==> src/rtl/boot_loader.sv <==
// Framed byte-stream program loader: writes a checksummed image into instruction
// memory word by word and holds the CPU in reset until the image is verified.
module boot_loader #(
   parameter int unsigned ADDR_W = 8
) (
   input  logic              clk,
   input  logic              rst,
   input  logic              rx_valid,
   input  logic [7:0]        rx_data,
   output logic              rx_ready,
   output logic              imem_we,
   output logic [ADDR_W-1:0] imem_addr,
   output logic [15:0]       imem_wdata,
   output logic              cpu_run,
   output logic              err
);

   localparam logic [7:0] HDR = 8'hA5;

   typedef enum logic [2:0] {
      S_IDLE,
      S_LEN,
      S_HI,
      S_LO,
      S_CSUM,
      S_RUN
   } state_t;

   state_t              state, state_n;
   logic [7:0]          len, len_n;
   logic [7:0]          hi, hi_n;
   logic [7:0]          csum, csum_n;
   logic [ADDR_W-1:0]   cnt, cnt_n;
   logic [ADDR_W-1:0]   addr_n;
   logic [15:0]         wdata_n;
   logic                we_n;
   logic                run_n;
   logic                err_n;
   logic                take;

   // Every state except the terminal one accepts bytes
   assign rx_ready = (state != S_RUN);
   assign take     = rx_valid && rx_ready;

   always_ff @(posedge clk or negedge rst) begin
      if (!rst) begin
         state      <= S_IDLE;
         len        <= '0;
         hi         <= '0;
         csum       <= '0;
         cnt        <= '0;
         imem_we    <= 1'b0;
         imem_addr  <= '0;
         imem_wdata <= '0;
         cpu_run    <= 1'b0;
         err        <= 1'b0;
      end else begin
         state      <= state_n;
         len        <= len_n;
         hi         <= hi_n;
         csum       <= csum_n;
         cnt        <= cnt_n;
         imem_we    <= we_n;
         imem_addr  <= addr_n;
         imem_wdata <= wdata_n;
         cpu_run    <= run_n;
         err        <= err_n;
      end
   end

   // Frame parser: next state, datapath updates and write request
   always_comb begin
      state_n = state;
      len_n   = len;
      hi_n    = hi;
      csum_n  = csum;
      cnt_n   = cnt;
      we_n    = 1'b0;
      addr_n  = imem_addr;
      wdata_n = imem_wdata;
      err_n   = err;

      if (take) begin
         case (state)
            S_IDLE: begin
               if (rx_data == HDR) begin
                  err_n   = 1'b0;
                  state_n = S_LEN;
               end
            end
            S_LEN: begin
               if (rx_data == 8'd0) begin
                  err_n   = 1'b1;
                  state_n = S_IDLE;
               end else begin
                  len_n   = rx_data;
                  cnt_n   = '0;
                  csum_n  = '0;
                  state_n = S_HI;
               end
            end
            S_HI: begin
               hi_n    = rx_data;
               csum_n  = csum + rx_data;
               state_n = S_LO;
            end
            S_LO: begin
               csum_n  = csum + rx_data;
               we_n    = 1'b1;
               addr_n  = cnt;
               wdata_n = {hi, rx_data};
               if (cnt == ADDR_W'(len - 8'd1)) begin
                  state_n = S_CSUM;
               end else begin
                  cnt_n   = cnt + ADDR_W'(1);
                  state_n = S_HI;
               end
            end
            S_CSUM: begin
               if (rx_data == csum) begin
                  state_n = S_RUN;
               end else begin
                  err_n   = 1'b1;
                  state_n = S_IDLE;
               end
            end
            default: ;
         endcase
      end

      // Released only once the verified image is complete
      run_n = (state_n == S_RUN);
   end

endmodule

==> config.mk <==
export PLATFORM = sky130hd
export DESIGN_NAME = boot_loader
export DESIGN_NICKNAME = d
export VERILOG_FILES = /design/src/rtl/boot_loader.sv
export SDC_FILE = /design/constraint.sdc
export NUM_CORES = 1
export LEC_CHECK = 0
export BUFFER_PORTS_ARGS = -buffer_cell sky130_fd_sc_hd__buf_2
export CORE_MARGIN = 2
export CORE_UTILIZATION = 40
export CTS_BUF_LIST = sky130_fd_sc_hd__clkbuf_8
export DETAILED_ROUTE_END_ITERATION = 10
export HOLD_SLACK_MARGIN = 0.05
export SLEW_MARGIN = 10
export SYNTH_ARGS = -nofsm -noshare
export SYNTH_HDL_FRONTEND = slang
export SYNTH_SLANG_ARGS = --single-unit
==> constraint.sdc <==
create_clock -name clk -period 2.7 [get_ports clk]
set_clock_uncertainty 0.2 [all_clocks]
set_input_delay 0.54 -clock clk [delete_from_list [all_inputs] [get_ports clk]]
set_output_delay 0.54 -clock clk [all_outputs]
set_load 0.02 [all_outputs]
==> flow_summary.toml, run 1 <==
[drt]
drt_iter0_drc = 136
drt-vias-per-instance = 5.27
wirelength_mm = 7.07
first_pass_iters = 4
wl_per_cell_um = 15.8
antenna_left = 0
dr_total_vias = 2355
drc = 0

[critical_path]
cp_cell_sequence = "or3_1 -> or4_1 -> a22oi_2 -> nand4_2 -> nand4_1 -> mux2_1"
cp_slowest_cell = "or4_1"
crit_fanout = 4
crit_family = "simple AND/OR/NAND/NOR gates"
critical_path_arrival_ps = 2520
cpPeakStageDelay_ps = 490
crit_buf_inv = 0
startpoint_type = "register"
cp_data_required_time_ps = 2730
critPathKind = "register to register"
crit_path_end_kind = "register"

[grt]
use_met1 = 0.234
grt.busiest_layer = "met2"
met2_usage = 0.284
antenna_found_initial = 0
grtUsageMet3 = 0.0524
grt_max_degree = 63
grt_pass1_vias = 2374
gr-total-overflow = 0
grt_pass1_wl_mm = 11.9
grt_use_total = 0.180

[sta]
fin_setup_tns_ps = 0
tightest_slew_ps = 479
slew-limit-headroom = 0.678
finalHoldWorstSlack_ps = 275
rsz0062_at_grt = "no"
fin_crit_ps = 2490
hold_viol = 0
layout_setup_ws_ps = 209
fin_crit_sh = 0.923
clock.fmax_mhz = 401
slew_violations = 0
setup_viol = 0

[power]
vdd_drop_max_mv = 0.607
p_leak_nw = 1.74
total_power_mw = 4.39
powerDensity_nw_per_um2 = 1160

[clock_tree]
cts.clk_slew.worst_paths_ps = 80
tritoncts = "done"
insertion_delay_ps = 350
cts_resized = 0
htreeDepth = 3
cts_buffer_depth = 2
clock-root-buffer = "clkbuf_8"
clock_sinks = 62
cts_made_buffers = 9

[logic_synthesis]
synth_area_um2 = 3170
synth_edf_count = 0
synthMuxAreaShare = 0.134
post-synth-top-area-fraction = 0.489
synth_top_family_by_area = "simple AND/OR/NAND/NOR gates"
yosysWarnings = 0
synth_compound_area_frac = 0.119
syn_inst = 286
syn_nets = 307
synth.distinct_cells = 52
ys_seq_area_frac = 0.489
async_reset_ff_frac = 1.00
ys.flop_type = "dfrtp_1"
netlist_top_cells_area = "dfrtp_1 (49%), mux2_2 (13%), ha_1 (3.5%), nand2_1 (2.7%), o21ai_0 (2.0%)"
synth_area_per_cell_um2 = 11.1
synthAdderAreaFrac = 0.0418
synth-seq-cells = 62
yosysTopAreaCell = "dfrtp_1"
yosys.area_share.simple = 0.143
synth_xor_xnor_area_share = 0.0386

[cells_and_area]
diodes = 0
fin_util = 0.488
nNetsFinal = 361
layout-drive-gt1-share = 0.339
design_area_um2 = 3770
multi_input_area_um2 = 1520
fin_cells = 447
fill_cells = 722
seqCellArea_um2 = 1550
area_delta_synth_final_pct = 18.9

[job]
maxCapViolCount = 0

[floorplanning]
die_h_um = 93.1
die_area_um2 = 8660
start_util = 0.411
dieWidth_um = 93.1
rows = 32
io_pins = 39
core-area_um2 = 7730

[outcome]
status = "finished, final reports clean"

[place]
place_congestion = 0.833
pre_cts_ws_ps = 91.1
dpl_cell_area_um2 = 3560
port_buffers = 38
place_inst = 430
dp_hpwl_mm = 5.07

[min_path]
hold_path_class = "register to register"
## logic make-up (layout without fill, tap and decap cells)
kind of cell	count (synthesis)	after routing
AOI/OAI and AO/OA	54	54
xor gates and xnor gates	14	14
and+or+nand+nor	86	86
DFF	62	62
adders and majority gates	10	10
buffers and inverters	22	81
muxes	38	38
## worst min-delay path: cells and delay by family, from the launching register on
kind,cells,cell delay [ps]
AOI/OAI and AO/OA,1,60
DFF,1,340
and+or+nand+nor,1,40
## area by class of cell
class,instances,share of cell area
Sequential cell,62,0.411
Multi-Input combinational cell,202,0.403
Timing Repair Buffer,56,0.0902
Tap cell,102,0.0338
Clock buffer,9,0.0328
Clock inverter,7,0.0206
Inverter,9,0.00895
## sequential cells by signal, summed over array words and instances (netlist names)
signal / count
err: 1
imem_we: 1
cnt: 8
len: 8
csum: 8
hi: 8
cpu_run: 1
imem_wdata: 16
state: 3
imem_addr: 8
## cell usage in the layout (no fill, tap or decap), types with 4 or more instances in the layout
master    instances
a21o_1            4
nand2b_1          5
nand2_1          23
nor2_1           14
o31ai_1           4
dfrtp_1          62
nand3_1           9
xor2_1            7
a21oi_1          11
o21ai_0          13
nor4_1            5
inv_1             9
nor2b_1           5
inv_6             4
clkbuf_8          9
buf_2            38
nor3_1            5
xnor2_1           7
mux2_2           36
ha_1              9
buf_4            16
## final timing paths
check | start | to | slack [ps] | cells after the start
worst max-delay path | len[0]$_DFFE_PN0P_ | cnt[7]$_DFFE_PN0P_ | 210 | 6
worst min-delay path | imem_addr[5]$_DFFE_PN0P_ | imem_addr[5]$_DFFE_PN0P_ | 280 | 2
worst max register to register | len[0]$_DFFE_PN0P_ | cnt[7]$_DFFE_PN0P_ | 210 | 6
worst min register to register | imem_addr[5]$_DFFE_PN0P_ | imem_addr[5]$_DFFE_PN0P_ | 280 | 2
max in group asynchronous | rst | state[1]$_DFF_PN0_ | 1470 | 3
min in group asynchronous | rst | imem_we$_DFF_PN0_ | 530 | 3
## timing repair
action	CTS	global route
hold buffers	1	0
hold endpoints to repair	62	0
buffers inserted	0	0
## layer usage
metal  part of all wire  vias up
met5                  0        -
met4              0.015        0
met3              0.049        9
met2               0.47       58
met1               0.46     1139
li1                   -     1149
## where the power goes
part           total, mW  switching [mW]  internal [mW]
Sequential          1.64           0.303           1.33
Clock              0.850           0.412          0.437
Combinational       1.90            1.02          0.888
## synth_stat cells, drive strengths merged (4+ instances only)
cell type / count
inv: 9
buf: 4
a21oi: 11
xnor2: 7
nand3: 9
o31ai: 4
o21ai: 13
a21o: 5
nor2: 14
nor3: 5
nor2b: 5
clkbuf: 9
ha: 9
nor4: 5
nand2b: 5
nand2: 23
xor2: 7
mux2: 37
dfrtp: 62
No activity file was read; power rests on OpenSTA's default activity.
==> run 2: changes to the inputs <==
CTS_BUF_LIST = sky130_fd_sc_hd__clkbuf_16   (was sky130_fd_sc_hd__clkbuf_8)
HOLD_SLACK_MARGIN = 0.03   (was 0.05)
==> run 2 against run 1 <==
Register-to-register slack barely moved; sequential cell count did not move; fmax fell by 0.23%; combinational power barely moved; first-iteration DRC count rose by 24%; die area did not move; routed wire length barely moved; count of clock-buffer cells in the layout did not move; sequential power barely moved; global-route usage barely moved; non-clock buffer count did not move; final cell count did not move; critical endpoint unchanged.
==> flow_summary.toml, run 2 (synthesis gave the netlist of run 1 again) <==
[cells_and_area]
fill_cells = 710
multi_input_area_um2 = 1520
nNetsFinal = 361
layout-drive-gt1-share = 0.339
layout_common_cells = "dfrtp_1 (62), buf_2 (38), mux2_2 (36), nand2_1 (23), buf_4 (16)"
area_delta_synth_final_pct = 22.1
largest_reg_flops = 16
seqCellArea_um2 = 1550
regMostFlops = "imem_wdata"
final_common_cell = "dfrtp_1"
diodes = 0

[sta]
tightest_slew_ps = 490
hold_viol = 0
rsz0062_at_grt = "no"
slew-limit-headroom = 0.670
slew_violations = 0
clock.fmax_mhz = 400
setup_viol = 0
fin_crit_ps = 2500
fin_crit_sh = 0.925
fin_setup_tns_ps = 0

[place]
port_buffers = 38
place_congestion = 0.833
dp_hpwl_mm = 5.07

[drt]
drt_iter0_drc = 168
drc = 0
first_pass_iters = 4
drt-vias-per-instance = 5.24
dr_total_vias = 2342
wl_per_cell_um = 15.8
wirelength_mm = 7.06
antenna_left = 0

[grt]
grt_pass1_wl_mm = 12.0
antenna_found_initial = 0
grt_pass1_vias = 2388
grt_max_degree = 63
grt_use_total = 0.180
gr-total-overflow = 0

[critical_path]
cp_data_required_time_ps = 2710
crit_path_end_kind = "register"
startpoint_type = "register"
critPathKind = "register to register"
reg2regPathDepth = 6
critical_path_arrival_ps = 2500
crit_fanout = 4

[clock_tree]
cts_buffer_depth = 2
insertion_delay_ps = 330
cts_made_buffers = 9
cts.clk_slew.worst_paths_ps = 60
clock_sinks = 62
tritoncts = "done"
cts_resized = 0
clock-root-buffer = "clkbuf_16"
htreeDepth = 3

[power]
powerDensity_nw_per_um2 = 1220
vdd_drop_max_mv = 0.608
total_power_mw = 4.71
p_leak_nw = 1.79

[outcome]
status = "finished, final reports clean"

[floorplanning]
die_h_um = 93.1
start_util = 0.411
core-area_um2 = 7730
dieWidth_um = 93.1
io_pins = 39
rows = 32
die_area_um2 = 8660

[min_path]
holdPathStages = 2
hold_path_class = "register to register"

[job]
maxCapViolCount = 0
## run 2: cell types whose count changed in the layout (fill, tap and decap cells not counted)
cell / delta
clkbuf_8: -9
clkbuf_16: +9
## run 2: layout make-up
type,instances,area share
timing repair buffer,56,0.0878
inverter,9,0.00872
clock inverter,7,0.0200
clock buffer,9,0.0581
multi-input combinational,202,0.392
tap,102,0.0329
sequential,62,0.400
## run 2: timing repair
item | 4_1_cts | 5_1_grt
endpoints found under the hold margin | 18 | 0
buffers inserted | 0 | 0
endpoints found under the setup margin | 0 | 0
hold buffers | 1 | 0
## run 2: per-stage QoR
step           worst slack [ps]  hold WS, ps  cell area, µm²  utilization  std cells
2_1_floorplan               291         44.4            3170            -        286
3_3_place_gp                127          259            3560        0.461        430
3_5_place_dp               91.1          265            3560        0.461        430
4_1_cts                     185          278            3870        0.501        447
5_1_grt                    80.9          298            3870        0.501        447
6_report                    203          270            3870        0.501        447
## run 2: final timing paths
path / from / to / slack, ps
hold reg to reg: imem_addr[5]$_DFFE_PN0P_ / imem_addr[5]$_DFFE_PN0P_ / 270
setup / recovery: len[0]$_DFFE_PN0P_ / cnt[7]$_DFFE_PN0P_ / 200
setup reg to reg: len[0]$_DFFE_PN0P_ / cnt[7]$_DFFE_PN0P_ / 200
min in group asynchronous: rst / imem_we$_DFF_PN0_ / 550
max in group asynchronous: rst / len[0]$_DFFE_PN0P_ / 1450
hold / removal: imem_addr[5]$_DFFE_PN0P_ / imem_addr[5]$_DFFE_PN0P_ / 270
## run 2: critical path, stage by stage, from the launching register on
cell and delay, ps:
dfrtp_1 420, or3_1 380, or4_1 490, a22oi_2 210, nand4_2 190, nand4_1 170, mux2_1 320
## run 2: metal layers
| metal | track usage | wire (µm) | vias to the layer above |
|---|---|---|---|
| li1 | - | - | 1155 |
| met1 | 0.233 | 3230 | 1123 |
| met2 | 0.290 | 3400 | 57 |
| met3 | 0.0475 | 359 | 7 |
| met4 | 0.0711 | 76 | 0 |
| met5 | 0 | 0 | - |
## run 2: report_power, final
part	internal (mW)	leakage, nW	total, mW	switching (mW)
combinational	0.888	0.872	1.90	1.02
sequential	1.34	0.767	1.64	0.300
clock	0.725	0.147	1.17	0.448
==> run 3: changes to the inputs <==
GPL_ROUTABILITY_DRIVEN = 0   (was default)
RECOVER_POWER = 25   (was default)
SLEW_MARGIN = default   (was 10)
==> run 3 against run 2 <==
Routed wire length unchanged; largest power group unchanged; global-route usage unchanged; via count increased by 0.17%; largest cell class unchanged.
==> flow_summary.toml, run 3 (synthesis gave the netlist of run 1 again) <==
[clock_tree]
clock-root-buffer = "clkbuf_16"
cts.clk_slew.worst_paths_ps = 60
clock_sinks = 62
cts_setup_buffers = 0
tritoncts = "done"
cts_hold_buffers = 1
cts_buffer_depth = 2
cts_made_buffers = 9
insertion_delay_ps = 330
cts_resized = 0
htreeDepth = 3

[floorplanning]
die_area_um2 = 8660
dieWidth_um = 93.1
die_h_um = 93.1
rows = 32
start_util = 0.411
core-area_um2 = 7730
io_pins = 39

[grt]
gr-total-overflow = 0
grt_pass1_vias = 2388
grt_pass1_wl_mm = 12.0
antenna_found_initial = 0
grt_use_total = 0.180
grt_max_degree = 63

[place]
port_buffers = 38
dp_hpwl_mm = 5.07
dpl_cell_area_um2 = 3560

[power]
total_power_mw = 4.71
vdd_drop_max_mv = 0.608
powerDensity_nw_per_um2 = 1220
p_sw_mw = 1.76
p_leak_nw = 1.78
power.share.combinational = 0.403
intPower_mw = 2.95
p_clk_frac = 0.249
switching_share = 0.374
pwr-share-seq = 0.347

[critical_path]
cp_cell_sequence = "or3_1 -> or4_1 -> a22oi_2 -> nand4_2 -> nand4_1 -> mux2_1"
critical_path_arrival_ps = 2500
cpPeakStageDelay_ps = 490
startpoint_type = "register"
crit_buf_inv = 0
cp_data_required_time_ps = 2710
critPathLaunch = "len[0]$_DFFE_PN0P_"
critPathKind = "register to register"
crit_path_end_kind = "register"
crit_family = "simple AND/OR/NAND/NOR gates"
crit_fanout = 4
cp_slowest_cell = "or4_1"
r2r_start = "len[0]$_DFFE_PN0P_"

[drt]
wirelength_mm = 7.06
dr_total_vias = 2346
first_pass_iters = 4
drc = 0
drt_iter0_drc = 168
drt-vias-per-instance = 5.25
wl_per_cell_um = 15.8
antenna_left = 0

[sta]
tightest_slew_ps = 1390
rsz0062_at_grt = "no"
clock.fmax_mhz = 400
slew-limit-headroom = 0.0754
fin_crit_sh = 0.925
fin_setup_tns_ps = 0
hold_viol = 0
setup_viol = 0
slew_violations = 0
fin_crit_ps = 2500

[outcome]
status = "finished, final reports clean"

[cells_and_area]
layout-drive-gt1-share = 0.339
area_delta_synth_final_pct = 21.6
nNetsFinal = 361
seqCellArea_um2 = 1550
layout_common_cells = "dfrtp_1 (62), buf_2 (39), mux2_2 (36), nand2_1 (23), buf_4 (16)"
design_area_um2 = 3860
final_common_cell = "dfrtp_1"
diodes = 0
fill_cells = 712
largest_reg_flops = 16
regMostFlops = "imem_wdata"
multi_input_area_um2 = 1520

[min_path]
hold_path_class = "register to register"
hold_start = "imem_addr[5]$_DFFE_PN0P_"

[job]
maxCapViolCount = 0
-- run 3: cell count changes in the layout (fill, tap and decap cells not counted) --
| cell | before | now |
|---|---|---|
| buf_12 | 1 | 0 |
| buf_2 | 38 | 39 |
-- run 3: area by class of cell --
| type | count | area share |
|---|---|---|
| Inverter | 9 | 0.00875 |
| Clock inverter | 7 | 0.0201 |
| Tap cell | 102 | 0.0331 |
| Timing Repair Buffer | 56 | 0.0843 |
| Sequential cell | 62 | 0.402 |
| Clock buffer | 9 | 0.0583 |
| Multi-Input combinational cell | 202 | 0.394 |
-- run 3: worst register-to-register path: cells and delay by family, from the launching register on --
kind             cells  cell delay, ps
AO/OA/AOI/OAI        1             210
flip-flops           1             420
multiplexers         1             320
AND/OR/NAND/NOR      4            1230
-- run 3: layer usage --
metal / up-vias / wire length, µm / global-route usage / share of wire
met5: - / 0 / 0 / 0
met4: 0 / 76 / 0.0711 / 0.011
met3: 7 / 354 / 0.0475 / 0.050
met2: 55 / 3400 / 0.290 / 0.48
met1: 1127 / 3230 / 0.233 / 0.46
li1: 1157 / - / - / -
-- run 3: path summary, 6_finish.rpt --
kind                                             to  slack, ps  cells past startpoint
max in group asynchronous        len[0]$_DFFE_PN0P_        480                      3
min in group asynchronous         imem_we$_DFF_PN0_        950                      3
hold reg to reg            imem_addr[5]$_DFFE_PN0P_        270                      2
hold / removal             imem_addr[5]$_DFFE_PN0P_        270                      2
setup reg to reg                 cnt[7]$_DFFE_PN0P_        200                      6
setup / recovery                 cnt[7]$_DFFE_PN0P_        200                      6
-- run 3: power groups by stage --
| stage | registers (mW) | logic [mW] | clock network, mW |
|---|---|---|---|
| 2_1_floorplan | 1.78 | 1.22 | 0 |
| 3_3_place_gp | 1.64 | 1.87 | 0 |
| 3_5_place_dp | 1.66 | 1.91 | 0 |
| 4_1_cts | 1.64 | 1.92 | 1.21 |
| 5_1_grt | 1.70 | 2.12 | 1.24 |
| 6_report | 1.64 | 1.90 | 1.17 |
-- run 3: stage by stage --
stage / setup WS [ps] / instances / hold WS (ps) / utilization
finish: 203 / 447 / 270 / 0.500
global route: 80.9 / 447 / 298 / 0.500
CTS: 185 / 447 / 278 / 0.501
detailed placement: 91.1 / 430 / 265 / 0.461
global placement: 127 / 430 / 259 / 0.461
floorplan: 291 / 286 / 44.4 / -
